==> config.mk <==
export PLATFORM = sky130hd
export DESIGN_NAME = bus_cmd_issuer_flat
export DESIGN_NICKNAME = d
export VERILOG_FILES = /design/src/rtl/bus_cmd_pkg.sv /design/src/rtl/bus_cmd_issuer_if.sv /design/src/rtl/bus_cmd_fifo.sv /design/src/rtl/bus_cmd_issuer.sv /design/src/flat_wrapper.sv
export SDC_FILE = /design/constraint.sdc
export NUM_CORES = 1
export LEC_CHECK = 0
export ABC_AREA = 1
export BUFFER_PORTS_ARGS = -buffer_cell sky130_fd_sc_hd__buf_2
export CORE_AREA = 3 3 332 334
export DETAILED_ROUTE_END_ITERATION = 8
export DIE_AREA = 0 0 335 337
export PLACE_DENSITY_LB_ADDON = 0.25
export SLEW_MARGIN = 40
export SYNTH_ARGS = -nofsm -noshare
export SYNTH_HDL_FRONTEND = slang
export SYNTH_HIERARCHICAL = 1
export SYNTH_SLANG_ARGS = --single-unit
export TNS_END_PERCENT = 5
==> constraint.sdc <==
create_clock -name clk -period 14.4 [get_ports clk]
set_clock_uncertainty 0.1 [all_clocks]
set_input_delay 0.72 -clock clk [delete_from_list [all_inputs] [get_ports clk]]
set_output_delay 0.72 -clock clk [all_outputs]
set_load 0.02 [all_outputs]
==> src/rtl/bus_cmd_pkg.sv <==
// rtl/bus_cmd_pkg.sv - shared types and helpers for the bus command issuer
//
// Purpose : FSM state encoding, counter widths and the packed command-entry
//           width helper used by the issuer top and its command FIFO.
// Ports   : none (package).

package bus_cmd_pkg;

    // Issuer FSM: IDLE waits for a queued command, ISSUE drives one on the bus.
    typedef enum logic {
        IDLE  = 1'b0,
        ISSUE = 1'b1
    } state_t;

    // Completed-command counter width (wraps naturally at 2**16).
    localparam int DONE_W = 16;

    // Wait counter width; large enough for the biggest legal TIMEOUT (65535).
    localparam int WAIT_W = 16;

    // Width of one packed FIFO entry laid out as {write, addr, data, ch}.
    function automatic int cmd_width(input int addr_w, input int data_w, input int ch_w);
        return 1 + addr_w + data_w + ch_w;
    endfunction

endpackage

==> src/rtl/bus_cmd_issuer_if.sv <==
// rtl/bus_cmd_issuer_if.sv - command-side and bus-side signal bundle
//
// Purpose : groups the command handshake and the issued bus command so the
//           issuer and its environment connect through one port.
// Ports   : command side cmd_valid/cmd_ready/cmd_write/cmd_addr/cmd_data/cmd_ch;
//           bus side addr/valid(channel tag)/data/wen/ren/ready;
//           status err (timeout drop pulse) and done_cnt (completed commands).
//           Modport slave is the issuer, modport master is its environment.

interface bus_cmd_issuer_if #(
    parameter int ADDR_W = 32,
    parameter int DATA_W = 64,
    parameter int NUM_CH = 8
);
    localparam int CH_W = $clog2(NUM_CH);

    logic              cmd_valid;
    logic              cmd_ready;
    logic              cmd_write;
    logic [ADDR_W-1:0] cmd_addr;
    logic [DATA_W-1:0] cmd_data;
    logic [CH_W-1:0]   cmd_ch;

    logic [ADDR_W-1:0] addr;
    logic [CH_W-1:0]   valid;
    logic [DATA_W-1:0] data;
    logic              wen;
    logic              ren;
    logic              ready;

    logic              err;
    logic [15:0]       done_cnt;

    modport slave (
        input  cmd_valid, cmd_write, cmd_addr, cmd_data, cmd_ch, ready,
        output cmd_ready, addr, valid, data, wen, ren, err, done_cnt
    );

    modport master (
        output cmd_valid, cmd_write, cmd_addr, cmd_data, cmd_ch, ready,
        input  cmd_ready, addr, valid, data, wen, ren, err, done_cnt
    );

endinterface

==> src/rtl/bus_cmd_fifo.sv <==
// rtl/bus_cmd_fifo.sv - synchronous command FIFO with head and next-entry peek
//
// Purpose : holds packed commands in arrival order. The head entry stays in
//           the FIFO while it is being issued and leaves only on pop.
// Ports   : clk, reset (sync, active-high)
//           push, push_data   - write side; ignored while full
//           pop               - drop the head entry; ignored while empty
//           head, next_head   - entries at the read pointer and one behind it
//           full, empty       - occupancy flags
//           has_next          - at least two entries stored (next_head valid)

module bus_cmd_fifo #(
    parameter int WIDTH = 8,
    parameter int DEPTH = 4
) (
    input  logic             clk,
    input  logic             reset,
    input  logic             push,
    input  logic [WIDTH-1:0] push_data,
    input  logic             pop,
    output logic [WIDTH-1:0] head,
    output logic [WIDTH-1:0] next_head,
    output logic             full,
    output logic             empty,
    output logic             has_next
);
    localparam int PTR_W = $clog2(DEPTH);
    localparam int CNT_W = PTR_W + 1;

    logic [WIDTH-1:0] mem [DEPTH];
    logic [PTR_W-1:0] rd_ptr;
    logic [PTR_W-1:0] wr_ptr;
    logic [CNT_W-1:0] count;

    logic do_push;
    logic do_pop;

    // A full FIFO refuses a push even if the same cycle pops.
    assign do_push = push && !full;
    assign do_pop  = pop && !empty;

    assign full     = (count == CNT_W'(DEPTH));
    assign empty    = (count == '0);
    assign has_next = (count >= CNT_W'(2));

    // Head comes straight out of the storage registers; the peek one slot
    // behind lets the issuer chain commands without an idle cycle.
    assign head      = mem[rd_ptr];
    assign next_head = mem[rd_ptr + PTR_W'(1)];

    always_ff @(posedge clk) begin
        if (!reset && do_push) begin
            mem[wr_ptr] <= push_data;
        end
    end

    always_ff @(posedge clk) begin
        if (reset) begin
            rd_ptr <= '0;
            wr_ptr <= '0;
            count  <= '0;
        end else begin
            if (do_push) begin
                wr_ptr <= wr_ptr + PTR_W'(1);
            end
            if (do_pop) begin
                rd_ptr <= rd_ptr + PTR_W'(1);
            end
            case ({do_push, do_pop})
                2'b10:   count <= count + CNT_W'(1);
                2'b01:   count <= count - CNT_W'(1);
                default: count <= count;
            endcase
        end
    end

endmodule

==> src/rtl/bus_cmd_issuer.sv <==
// rtl/bus_cmd_issuer.sv - queued read/write command issuer with ready timeout
//
// Purpose : accepts commands into a FIFO and issues them one at a time as
//           registered bus strobes. A command retires when ready is seen
//           (done_cnt increments) or is dropped after TIMEOUT wait cycles
//           (err pulses for one cycle). Back-to-back commands issue with no
//           idle cycle between them.
// Ports   : clk   - sole clock, rising edge
//           reset - synchronous, active-high
//           bus   - bus_cmd_issuer_if.slave: command handshake in, bus
//                   command out, err / done_cnt status out

module bus_cmd_issuer
    import bus_cmd_pkg::*;
#(
    parameter int ADDR_W  = 32,
    parameter int DATA_W  = 64,
    parameter int NUM_CH  = 8,
    parameter int DEPTH   = 4,
    parameter int TIMEOUT = 255
) (
    input  logic            clk,
    input  logic            reset,
    bus_cmd_issuer_if.slave bus
);
    localparam int CH_W  = $clog2(NUM_CH);
    localparam int CMD_W = cmd_width(ADDR_W, DATA_W, CH_W);

    state_t state;
    state_t state_nx;

    logic [CMD_W-1:0] push_entry;
    logic [CMD_W-1:0] head;
    logic [CMD_W-1:0] next_head;
    logic [CMD_W-1:0] sel_entry;
    logic             full;
    logic             empty;
    logic             has_next;

    logic              sel_write;
    logic [ADDR_W-1:0] sel_addr;
    logic [DATA_W-1:0] sel_data;
    logic [CH_W-1:0]   sel_ch;

    logic              pop;
    logic              load_head;
    logic              load_next;
    logic              go_idle;
    logic              complete;
    logic              timeout;

    logic [ADDR_W-1:0] addr_r;
    logic [CH_W-1:0]   ch_r;
    logic [DATA_W-1:0] data_r;
    logic              wen_r;
    logic              ren_r;
    logic              err_r;
    logic [DONE_W-1:0] done_cnt_r;
    logic [WAIT_W-1:0] wait_cnt;

    assign push_entry = {bus.cmd_write, bus.cmd_addr, bus.cmd_data, bus.cmd_ch};

    bus_cmd_fifo #(
        .WIDTH (CMD_W),
        .DEPTH (DEPTH)
    ) u_fifo (
        .clk       (clk),
        .reset     (reset),
        .push      (bus.cmd_valid),
        .push_data (push_entry),
        .pop       (pop),
        .head      (head),
        .next_head (next_head),
        .full      (full),
        .empty     (empty),
        .has_next  (has_next)
    );

    // ready only matters while a command is on the bus (state ISSUE); ready
    // on the last wait cycle counts as a completion, never as a timeout.
    assign complete = (state == ISSUE) && bus.ready;
    assign timeout  = (state == ISSUE) && !bus.ready && (wait_cnt == WAIT_W'(TIMEOUT));

    always_ff @(posedge clk) begin
        if (reset) begin
            state <= IDLE;
        end else begin
            state <= state_nx;
        end
    end

    always_comb begin
        state_nx  = state;
        pop       = 1'b0;
        load_head = 1'b0;
        load_next = 1'b0;
        go_idle   = 1'b0;
        case (state)
            IDLE: begin
                if (!empty) begin
                    state_nx  = ISSUE;
                    load_head = 1'b1;
                end
            end
            ISSUE: begin
                if (complete || timeout) begin
                    pop = 1'b1;
                    // The active command is still the FIFO head, so the one
                    // to chain into is the entry behind it.
                    if (has_next) begin
                        load_next = 1'b1;
                    end else begin
                        state_nx = IDLE;
                        go_idle  = 1'b1;
                    end
                end
            end
            default: begin
                state_nx = IDLE;
            end
        endcase
    end

    assign sel_entry = load_next ? next_head : head;
    assign {sel_write, sel_addr, sel_data, sel_ch} = sel_entry;

    always_ff @(posedge clk) begin
        if (reset) begin
            addr_r     <= '0;
            ch_r       <= '0;
            data_r     <= '0;
            wen_r      <= 1'b0;
            ren_r      <= 1'b0;
            err_r      <= 1'b0;
            done_cnt_r <= '0;
            wait_cnt   <= '0;
        end else begin
            err_r <= timeout;
            if (complete) begin
                done_cnt_r <= done_cnt_r + DONE_W'(1);
            end
            if (load_head || load_next) begin
                addr_r   <= sel_addr;
                ch_r     <= sel_ch;
                data_r   <= sel_write ? sel_data : '0;
                wen_r    <= sel_write;
                ren_r    <= !sel_write;
                wait_cnt <= '0;
            end else if (go_idle) begin
                addr_r   <= '0;
                ch_r     <= '0;
                data_r   <= '0;
                wen_r    <= 1'b0;
                ren_r    <= 1'b0;
                wait_cnt <= '0;
            end else if (state == ISSUE) begin
                wait_cnt <= wait_cnt + WAIT_W'(1);
            end
        end
    end

    assign bus.cmd_ready = !full;
    assign bus.addr      = addr_r;
    assign bus.valid     = ch_r;
    assign bus.data      = data_r;
    assign bus.wen       = wen_r;
    assign bus.ren       = ren_r;
    assign bus.err       = err_r;
    assign bus.done_cnt  = done_cnt_r;

endmodule

==> src/flat_wrapper.sv <==
// flat-port wrapper written by rule: the top's interface ports become plain ports
module bus_cmd_issuer_flat import bus_cmd_pkg::*;
#(
    parameter int ADDR_W  = 32,
    parameter int DATA_W  = 64,
    parameter int NUM_CH  = 8,
    parameter int DEPTH   = 4,
    parameter int TIMEOUT = 255
)
  (clk, reset, bus_cmd_valid, bus_cmd_write, bus_cmd_addr, bus_cmd_data, bus_cmd_ch, bus_ready, bus_cmd_ready, bus_addr, bus_valid, bus_data, bus_wen, bus_ren, bus_err, bus_done_cnt);
  bus_cmd_issuer_if #(.ADDR_W(ADDR_W), .DATA_W(DATA_W), .NUM_CH(NUM_CH)) bus_i ();
  input  logic clk;
  input  logic reset;
  input wire logic [$bits(bus_i.cmd_valid)-1:0] bus_cmd_valid;
  input wire logic [$bits(bus_i.cmd_write)-1:0] bus_cmd_write;
  input wire logic [$bits(bus_i.cmd_addr)-1:0] bus_cmd_addr;
  input wire logic [$bits(bus_i.cmd_data)-1:0] bus_cmd_data;
  input wire logic [$bits(bus_i.cmd_ch)-1:0] bus_cmd_ch;
  input wire logic [$bits(bus_i.ready)-1:0] bus_ready;
  output wire logic [$bits(bus_i.cmd_ready)-1:0] bus_cmd_ready;
  output wire logic [$bits(bus_i.addr)-1:0] bus_addr;
  output wire logic [$bits(bus_i.valid)-1:0] bus_valid;
  output wire logic [$bits(bus_i.data)-1:0] bus_data;
  output wire logic [$bits(bus_i.wen)-1:0] bus_wen;
  output wire logic [$bits(bus_i.ren)-1:0] bus_ren;
  output wire logic [$bits(bus_i.err)-1:0] bus_err;
  output wire logic [$bits(bus_i.done_cnt)-1:0] bus_done_cnt;
  assign bus_i.cmd_valid = bus_cmd_valid;
  assign bus_i.cmd_write = bus_cmd_write;
  assign bus_i.cmd_addr = bus_cmd_addr;
  assign bus_i.cmd_data = bus_cmd_data;
  assign bus_i.cmd_ch = bus_cmd_ch;
  assign bus_i.ready = bus_ready;
  assign bus_cmd_ready = bus_i.cmd_ready;
  assign bus_addr = bus_i.addr;
  assign bus_valid = bus_i.valid;
  assign bus_data = bus_i.data;
  assign bus_wen = bus_i.wen;
  assign bus_ren = bus_i.ren;
  assign bus_err = bus_i.err;
  assign bus_done_cnt = bus_i.done_cnt;
  bus_cmd_issuer #(.ADDR_W(ADDR_W), .DATA_W(DATA_W), .NUM_CH(NUM_CH), .DEPTH(DEPTH), .TIMEOUT(TIMEOUT)) u_core (.clk(clk), .reset(reset), .bus(bus_i));
endmodule
======== Word-level counts from Yosys, hierarchy flattened ========
Memory sizes are Yosys's and may differ from the RTL's. A register that Yosys moved wholly into a read port is not among the register bits.
Cells that the tools add are included.
operators by class
  reductions and logical operators ........ 17
  magnitude comparators ................... 1
  mux-type cells .......................... 28
  eq/ne operators ......................... 4
  bitwise logic cells ..................... 1
  add/subtract/negate cells ............... 6
operator list
  cell                                                                                  count
  64-bit two-way mux                                                                    3
  100-bit two-way mux                                                                   1
  32-bit two-way mux                                                                    2
  16-bit by 1-bit adder with 16-bit output (second input constant)                      2
  16-bit by 8-bit == test with 1-bit output (second input constant)                     1
  1-bit two-way mux                                                                     16
  1-bit logical AND                                                                     6
  3-bit two-way mux                                                                     2
  3-bit one-hot mux with 2 select lines                                                 1
  1-bit zero test                                                                       5
  2-bit by 1-bit adder with 2-bit output (second input constant)                        2
  2-bit two-way mux                                                                     2
  2-bit nonzero test                                                                    2
  3-bit by 1-bit adder with 3-bit output (second input constant)                        1
  3-bit == test (second input constant)                                                 1
  3-bit by 2-bit greater-or-equal comparator with 1-bit output (second input constant)  1
  3-bit zero test                                                                       1
  3-bit OR reduction                                                                    1
  3-bit by 1-bit subtractor with 3-bit output (second input constant)                   1
  2-bit by 1-bit == test with 1-bit output (second input constant)                      1
  2-bit == test (second input constant)                                                 1
  1-bit logical OR                                                                      2
  1-bit one-hot mux with 2 select lines                                                 1
  1-bit inverter                                                                        1
storage, ports and cells
  output and inout port bits .............. 119
  memories ................................ 1
  input bits .............................. 104
  flip-flop bits (word level) ............. 142
  bits in writable memories ............... 400
memory list
  name               depth  width  read ports  clocked after Yosys merged registers in  write ports  RTL line            RTL
  u_core.u_fifo.mem  4      100    2           1                                        1            bus_cmd_fifo.sv:30  logic [WIDTH-1:0] mem [DEPTH];

======== Longest topological paths before layout ========
Gate-level depths: netlist (run 1).
  word-level depth ........................ 9
  mapped depth ............................ 19
  mapped depth without buffers ............ 17

======== By module ========
Netlist (run 1), hierarchy kept.
modules (own cells, without submodules)
  module          cells an instance  seq. area each (um^2)  instances  area an instance (um^2)
  bus_cmd_fifo    1,799              12,191.7               1          18,451.4
  bus_cmd_issuer  953                2,702.6                1          6,239.7

======== Least setup slack after synthesis (run 1) ========
Ideal clock, no wire load.
  path kind ............................... input to register
  start ................................... input reset
  end ..................................... memory u_core/u_fifo/mem[0][0] in the netlist's numbering (enable)
  stages .................................. 3
  arrival ................................. 5,183 ps
  required time ........................... 13,740 ps
  buffers on the path ..................... 0
  setup slack ............................. 8,557 ps
  cells stage by stage .................... inv_1 -> nand3_1 -> nor2_1
on the way
  cells in the longest elaborated chain, start to end .. 4
ends and longest elaborated chain
  element                                  RTL line            RTL
  start, declared                          flat_wrapper.sv:13  input logic reset;
  1-bit zero test                          bus_cmd_fifo.sv:52  if (!reset && do_push) begin
  1-bit logical AND                        bus_cmd_fifo.sv:52
  1-bit two-way mux                        bus_cmd_fifo.sv:52
  1-bit two-way mux (implied by the code)  bus_cmd_fifo.sv:53  mem[wr_ptr] <= push_data;
  end, declared                            bus_cmd_fifo.sv:30
Every way passes these cells.

======== Worst setup path in the final report (run 1) ========
  start ................................... register u_core.wait_cnt[0]
  end ..................................... register u_core.data_r[13], in the netlist u_core/bus.data[13]
on the way
  cells in the longest elaborated chain, start to end .. 8
  elaborated cells between the ends (all ways) .. 12
  those cells by class .................... eq/ne (1); mux (7); reduce/logical (4)
ends and longest elaborated chain
  element                                      RTL line               RTL
  start, declared                              bus_cmd_issuer.sv:59   logic [WAIT_W-1:0] wait_cnt;
  start signal, assigned                       bus_cmd_issuer.sv:157  wait_cnt <= wait_cnt + WAIT_W'(1);
  16-bit by 8-bit == test with 1-bit output *  bus_cmd_issuer.sv:82   assign timeout = (state == ISSUE) && !bus.ready && (wait_cnt == WAIT_W'(TIMEOUT));
  1-bit logical AND *                          bus_cmd_issuer.sv:82
  1-bit logical OR *                           bus_cmd_issuer.sv:106  if (complete || timeout) begin
  1-bit two-way mux                            bus_cmd_issuer.sv:106
  1-bit two-way mux                            bus_cmd_issuer.sv:98   case (state)
  100-bit two-way mux                          bus_cmd_issuer.sv:124  assign sel_entry = load_next ? next_head : head;
  64-bit two-way mux                           bus_cmd_issuer.sv:145  data_r <= sel_write ? sel_data : '0;
  64-bit two-way mux                           bus_cmd_issuer.sv:142  if (load_head || load_next) begin
  end signal, assigned                         bus_cmd_issuer.sv:145
  end, declared                                bus_cmd_issuer.sv:54   logic [DATA_W-1:0] data_r;
Mark *: on every way between the ends. The rest lies on a longest branch, timed or not.
A chain may end at the register's enable or synchronous reset.

==> results of run 1 <==
stage by stage:
stage               std cells  worst slack, ns  hold slack, ns
finish                   4361            10.58           0.198
CTS                      4348            10.40           0.141
global route             4354            10.18           0.153
detailed placement       4232            10.11           0.335
floorplan                2752             8.56           0.339
global placement         4230             9.86           0.334
worst max-delay path by stage:
| stage | to | startpoint | cells after the start | slack, ns |
|---|---|---|---|---|
| 6_report | u_core/bus.data[13] | u_core/wait_cnt[0] | 12 | 10.58 |
| 5_1_grt | u_core/bus.data[6] | u_core/wait_cnt[1] | 12 | 10.18 |
| 4_1_cts | u_core/bus.data[63] | u_core/wait_cnt[0] | 12 | 10.40 |
| 3_5_place_dp | u_core/bus.data[63] | bus_ready | 12 | 10.11 |
| 3_3_place_gp | u_core/u_fifo/mem[3][6] | reset | 7 | 9.86 |
| 2_1_floorplan | u_core/u_fifo/mem[0][0] | reset | 3 | 8.56 |
layout by cell type (no fill, tap or decap), drive strengths merged, types with 29 or more instances in the layout:
master / n
nand2: 764
edfxtp: 400
o21ai: 318
nor2: 277
buf: 254
a21oi: 216
nand3: 208
inv: 177
dfxtp: 144
clkbuf: 72
clkinv: 29
cell type report:
type	count	share of cell area (%)
sequential	544	51.0
multi-input combinational	1855	28.3
inverter	177	2.34
antenna	12	0.103
clock buffer	72	5.57
tap	1403	6.01
clock inverter	44	1.78
timing repair buffer	254	4.89
metal layers:
| metal | track usage [%] | share of wire, % | vias to the layer above |
|---|---|---|---|
| li1 | - | - | 9592 |
| met1 | 17.5 | 44 | 9181 |
| met2 | 23.8 | 48 | 473 |
| met3 | 3.14 | 5.7 | 123 |
| met4 | 4.14 | 2.2 | 12 |
| met5 | 0 | 0.097 | - |
where the power goes:
group	internal, mW	switching, mW
registers	1.77	0.0506
logic	0.183	0.518
clock network	0.989	0.667
kinds of logic (layout without fill, tap and decap cells):
group	after synthesis	after routing	share of synthesized area, %
compound gates	567	567	11.7
xor+xnor	10	10	0.355
flops	544	544	60.3
simple gates	1270	1270	20.7
fa+ha+maj	8	8	0.436
buf+inv	353	547	6.50
other cells	0	12	0
registers in the layout (all words and copies together) (netlist names), named ones only:
register              flops
u_core/bus.ren            1
u_core/bus.done_cnt      16
u_core/bus.wen            1
u_core/bus.valid          3
u_core/bus.err            1
u_core/wait_cnt          16
u_core/bus.addr          32
u_core/u_fifo/mem       400
u_core/state              1
u_core/u_fifo/count       3
u_core/bus.data          64
u_core/u_fifo/wr_ptr      2
u_core/u_fifo/rd_ptr      2
==> out/qor.csv, run 1 <==
stage,metric,value,unit
clocking,CTS Root Cell,clkbuf_16,
worst_hold_path,Cells on Worst Hold Path,1,
place,RD Place Congestion,0.727,
critical_path,R2R Path Start,u_core/wait_cnt[0],
final_layout,final design utilization,27.3,%
critical_path,CP arrival,4.29,ns
logic_synthesis,cell count after synthesis,2752,
critical_path,FF-to-FF path depth,12,
pwr,Lkg Pwr,11.6,nW
timing,worst relative slew slack,43.6,%
critical_path,CP Cell Sequence,ha_1 > nand3_1 > nor2_1 > nand3_2 > nand2_4 > nand2_4 > nand2_1 > nand2_2 > nor2_8 > buf_4 > nand2_1 > nand2_1,
outcome,outcome,completed,
clocking,Inserted Clock Buffers,61,
grt,GRT Total Usage,13.9,%
logic_synthesis,Synth warnings,6,
critical_path,crit path buf inv count,1,
final_layout,layout overhead on the synthesized area,18.3,%
clocking,Post-CTS Setup Inserts,0,
floorplanning,I/O Pins,223,
timing,Final Setup Violations,0,
logic_synthesis,Main synth FF type,edfxtp_1,
timing,Tcrit/Tclk final,26.6,%
final_layout,register area,0.0149,mm2
floorplanning,Die Width,335,um
grt,grt total ovfl,0,
run,number of max-cap violations,0,
timing,Period minus WS final,3.82,ns
pwr,Pwr Density,143,mW/mm2
floorplanning,initial core utilization,23.0,%
critical_path,crit end category,flip-flop,
critical_path,data required time at the worst endpoint,14.87,ns
timing,Final Hold Violating Endpoints,0,
grt,first-pass GRT wire length,118000,um
floorplanning,FP Rows,120,
final_layout,post-route cell area,0.0292,mm2
logic_synthesis,Synth Cell Area,0.0247,mm2
drt,initial drt markers,1094,
logic_synthesis,Yosys cell types,36,
timing,f_max,261,MHz
timing,RSZ-0062 raised after global routing,false,
clocking,Hold Buf Count CTS,0,
grt,vias in the first global route,18300,
critical_path,R2R setup slack,10.58,ns
logic_synthesis,top cell type's share of synthesized area,48.6,%
drt,# DRC,0,
logic_synthesis,Synth area leaders,"edfxtp_1 (49%), dfxtp_1 (12%), nand2_1 (12%)",
worst_hold_path,Hold Path Origin,bus_cmd_addr[23],
clocking,clk slew on worst S/H paths,0.06,ns
clocking,H-Tree Depth,2,
drt,antenna-violating nets left,0,
logic_synthesis,syn avg cell area,8.97,um2
logic_synthesis,#FFs+latches synth,544,
logic_synthesis,number of synthesized flops with an enable pin,400,
critical_path,largest fanout on the critical path,45,
logic_synthesis,most frequent cell after synthesis,nand2_1,
critical_path,CP Launch Type,flip-flop,
final_layout,# fillers,11400,
critical_path,"Largest stage delay, worst path",0.58,ns
timing,Slew @ Worst Pin,0.846,ns
clocking,clk_lat worst skew,0.64,ns
logic_synthesis,synth cell count leaders,"nand2_1 (760), edfxtp_1 (400), nor2_1 (275), a21oi_1 (216), nand3_1 (207)",
logic_synthesis,ys async rst share,0,%
timing,max-slew violations,0,
pwr,Tot Pwr,4.17,mW
logic_synthesis,post-synthesis sequential area ratio,60.3,%
drt,Wirelength per Cell,18.5,um
floorplanning,Floorplan Core Area,0.107,mm2
place,Buffers on Ports,222,
clocking,Post-CTS Resized,0,
grt,largest net degree at the start of global routing,129,
final_layout,Final nets,3005,
timing,Fin Setup TNS,0,ns
place,Placed Area,0.0270,mm2
place,DP Wirelength,46400,um
clocking,CTS tree,done,
critical_path,worst r2r dst,u_core/bus.data[13],
drt,DR vias/cell,4.44,
final_layout,layout cells sized above 1,13.0,%
logic_synthesis,Synthesized Nets,2864,
clocking,CTS max path bufs,3,
floorplanning,die height,337,um
worst_hold_path,worst hold path type,in2reg,
drt,DRT Pass-1 Iters,8,
drt,Via Count,19400,
critical_path,critical path type,reg2reg,
drt,final WL,80600,um
floorplanning,Die ar.,0.113,mm2
logic_synthesis,cell taking the most area after synthesis,edfxtp_1,
critical_path,cell mode on critical path,nand2_1,
critical_path,CP max stage cell,buf_4,
grt,initial antenna violation count,28,
critical_path,"delay-heaviest family, CP",simple AND/OR/NAND/NOR gates,
clocking,clock sinks,544,
final_layout,multi-input logic area,0.00827,mm2
worst_hold_path,Worst Hold End,u_core/u_fifo/mem[0][90],
pwr,Max IR drop VDD,0.0874,mV
Power figures use the tool's default switching activity.
==> run 2, diff against run 1 <==
==> constraint.sdc (replaced) <==
create_clock -name clk -period 3.4 [get_ports clk]
set_clock_uncertainty 0.1 [all_clocks]
set_input_delay 0.17 -clock clk [delete_from_list [all_inputs] [get_ports clk]]
set_output_delay 0.17 -clock clk [all_outputs]
set_load 0.02 [all_outputs]
==> out/qor.csv, run 2 (synthesized netlist as in run 1, its figures left out) <==
stage,metric,value,unit,change
timing,worst relative slew slack,42.3,%,-1.3 points
pwr,Pwr Density,597,mW/mm2,+320%
grt,first-pass GRT wire length,120000,um,+1.5%
timing,Fin Hold WS,0.206,ns,+0.00772 ns
timing,max-slew violations,0,,unchanged
pwr,Clock power frac,40.9,%,+1.2 points
grt,grt total ovfl,0,,unchanged
place,Buffers on Ports,222,,unchanged
final_layout,Largest register FFs,400,,unchanged
place,pre-CTS setup slack,0.828,ns,-9.28 ns
drt,initial drt markers,1070,,-2.2%
pwr,Comb power frac,17.3,%,+0.5 points
timing,final worst setup slack,0.843,ns,-9.73 ns
floorplanning,FP Rows,120,,unchanged
clocking,H-Tree Depth,3,,+1
final_layout,Biggest register,u_core/u_fifo/mem,,
pwr,Net Sw Power,5.36,mW,+330%
critical_path,critical path type,reg2reg,,
critical_path,crit end category,flip-flop,,
floorplanning,Die ar.,0.113,mm2,unchanged
pwr,Max IR drop VDD,0.392,mV,+350%
clocking,clk slew on worst S/H paths,0.06,ns,about the same
floorplanning,Die Width,335,um,unchanged
final_layout,multi-input logic area,0.00827,mm2,unchanged
clocking,Inserted Clock Buffers,69,,+13%
pwr,Tot Pwr,18.3,mW,+340%
worst_hold_path,worst hold path type,in2reg,,
timing,RSZ-0062 raised after global routing,false,,
critical_path,"Largest stage delay, worst path",0.37,ns,-0.21 ns
grt,vias in the first global route,19500,,+6.3%
floorplanning,I/O Pins,223,,unchanged
final_layout,"commonest cells after routing, fill and taps aside","nand2_1 (758), edfxtp_1 (400), nor2_1 (268)",,
timing,Tcrit/Tclk final,75.2,%,+49 points
timing,f_max,391,MHz,+50%
floorplanning,Floorplan Core Area,0.107,mm2,unchanged
floorplanning,initial core utilization,23.0,%,unchanged
critical_path,CP Cell Sequence,ha_1 > nand3_1 > nor2_1 > nand3_2 > nand2_4 > nand2_1 > inv_1 > ha_1 > inv_1 > fa_1 > nand2_1 > nand3_1 > nand2_1 > inv_1 > nor2_1,,
drt,final WL,80300,um,-0.35%
timing,Slew @ Worst Pin,0.866,ns,+0.0198 ns
critical_path,CP Launch Type,flip-flop,,
clocking,clk_lat worst skew,0.62,ns,-0.02 ns
drt,DR vias/cell,4.44,,-0.17%
final_layout,final design utilization,28.7,%,+1.4 points
final_layout,layout overhead on the synthesized area,24.5,%,
pwr,share of power burned in registers,41.9,%,-1.6 points
final_layout,# fillers,11300,,-1.0%
place,DP Wirelength,46000,um,-0.89%
grt,initial antenna violation count,11,,-61%
critical_path,critical path startpoint,u_core/wait_cnt[0],,
drt,# DRC,0,,unchanged
critical_path,CP arrival,3.02,ns,-1.27 ns
pwr,internal power,13.0,mW,+340%
pwr,switching portion of total power,29.2,%,-0.42 points
final_layout,Final nets,3131,,+4.2%
clocking,CTS tree,done,,
final_layout,layout cells sized above 1,12.9,%,-0.096 points
drt,Via Count,19900,,+2.7%
grt,GRT Total Usage,14.0,%,+0.10 points
critical_path,CP max stage cell,fa_1,,
critical_path,data required time at the worst endpoint,3.87,ns,-11.00 ns
outcome,outcome,completed,,
final_layout,"most common cell after layout, fill and taps aside",nand2_1,,
clocking,CTS max path bufs,3,,unchanged
clocking,CTS Root Cell,clkbuf_16,,
final_layout,register area,0.0149,mm2,unchanged
floorplanning,die height,337,um,unchanged
grt,largest net degree at the start of global routing,146,,+13%
drt,Wirelength per Cell,17.9,um,-3.1%
timing,Period minus WS final,2.56,ns,-1.27 ns
drt,antenna-violating nets left,0,,unchanged
place,RD Place Congestion,0.717,,-1.4%
drt,DRT Pass-1 Iters,5,,-3
worst_hold_path,Hold Path Origin,bus_cmd_addr[20],,
run,number of max-cap violations,0,,unchanged
critical_path,R2R Path Start,u_core/wait_cnt[0],,
pwr,Lkg Pwr,12.2,nW,+5.5%
timing,Final Setup Violations,0,,unchanged
timing,Final Hold Violating Endpoints,0,,unchanged
clocking,clock sinks,544,,unchanged
critical_path,largest fanout on the critical path,20,,-56%
## run 2: cell types whose count changed in the layout (fill, tap and decap cells not counted), moves of 4 or more
cell	previous run	this run
clkbuf_16	61	73
bufinv_16	10	6
clkbuf_1	5	18
clkinv_2	17	8
diode_2	12	8
buf_4	19	25
buf_12	1	20
dlygate4sd3_1	0	103
buf_6	10	2
## run 2: area by class of cell
cell class,count,share of cell area [%]
flip-flops and latches,544,48.5
clock buffers,100,6.57
multi-input cells,1855,26.9
well taps,1403,5.71
inverters,177,2.21
repair buffers,372,8.96
clock inverters,28,1.08
diodes,8,0.0651
## run 2: repair_timing
item                      in CTS  in global routing
hold buffers                 103                  0
resized for setup              0                  0
hold endpoints to repair     417                  0
setup buffers                  0                  0
## run 2: routing by layer
layer  vias to the layer above  track usage (%)  share of wire (%)
li1                       9829                -                  -
met1                      9479             17.5                 44
met2                       452             23.9                 48
met3                       139             3.06                5.3
met4                         8             4.73                2.6
met5                         -                0              0.073
## run 2: path summary, 6_finish.rpt
check / cells past startpoint / slack (ns) / endpoint
worst max-delay path: 15 / 0.84 / u_core/u_fifo/count[2]
worst min-delay path: 2 / 0.21 / u_core/u_fifo/mem[0][87]
worst max register to register: 15 / 0.84 / u_core/u_fifo/count[2]
worst min register to register: 2 / 0.35 / u_core/bus.data[39]
## run 2: power groups by stage
stage	combinational [mW]	sequential (mW)	clock, mW
after global routing	3.51	7.72	8.01
after CTS	3.22	7.69	7.76
after detailed placement	3.10	7.82	0
final	3.17	7.69	7.50
after floorplan	1.72	8.00	0
after global placement	3.08	7.82	0
## run 2: metrics by stage
step	instances	area (um2)	setup TNS [ns]
floorplan	2752	24700	-205.54
global placement	4246	27300	0
detailed placement	4248	27300	0
CTS	4479	30700	0
global route	4482	30700	0
finish	4487	30700	0
## run 2: critical path: cells and delay by family, from the launching register on
family / cells / cell delay (ns)
adder cells (fa/ha/maj): 3 / 0.69
buffers and inverters: 3 / 0.18
flip-flops: 1 / 0.36
AND/OR/NAND/NOR: 9 / 1.16
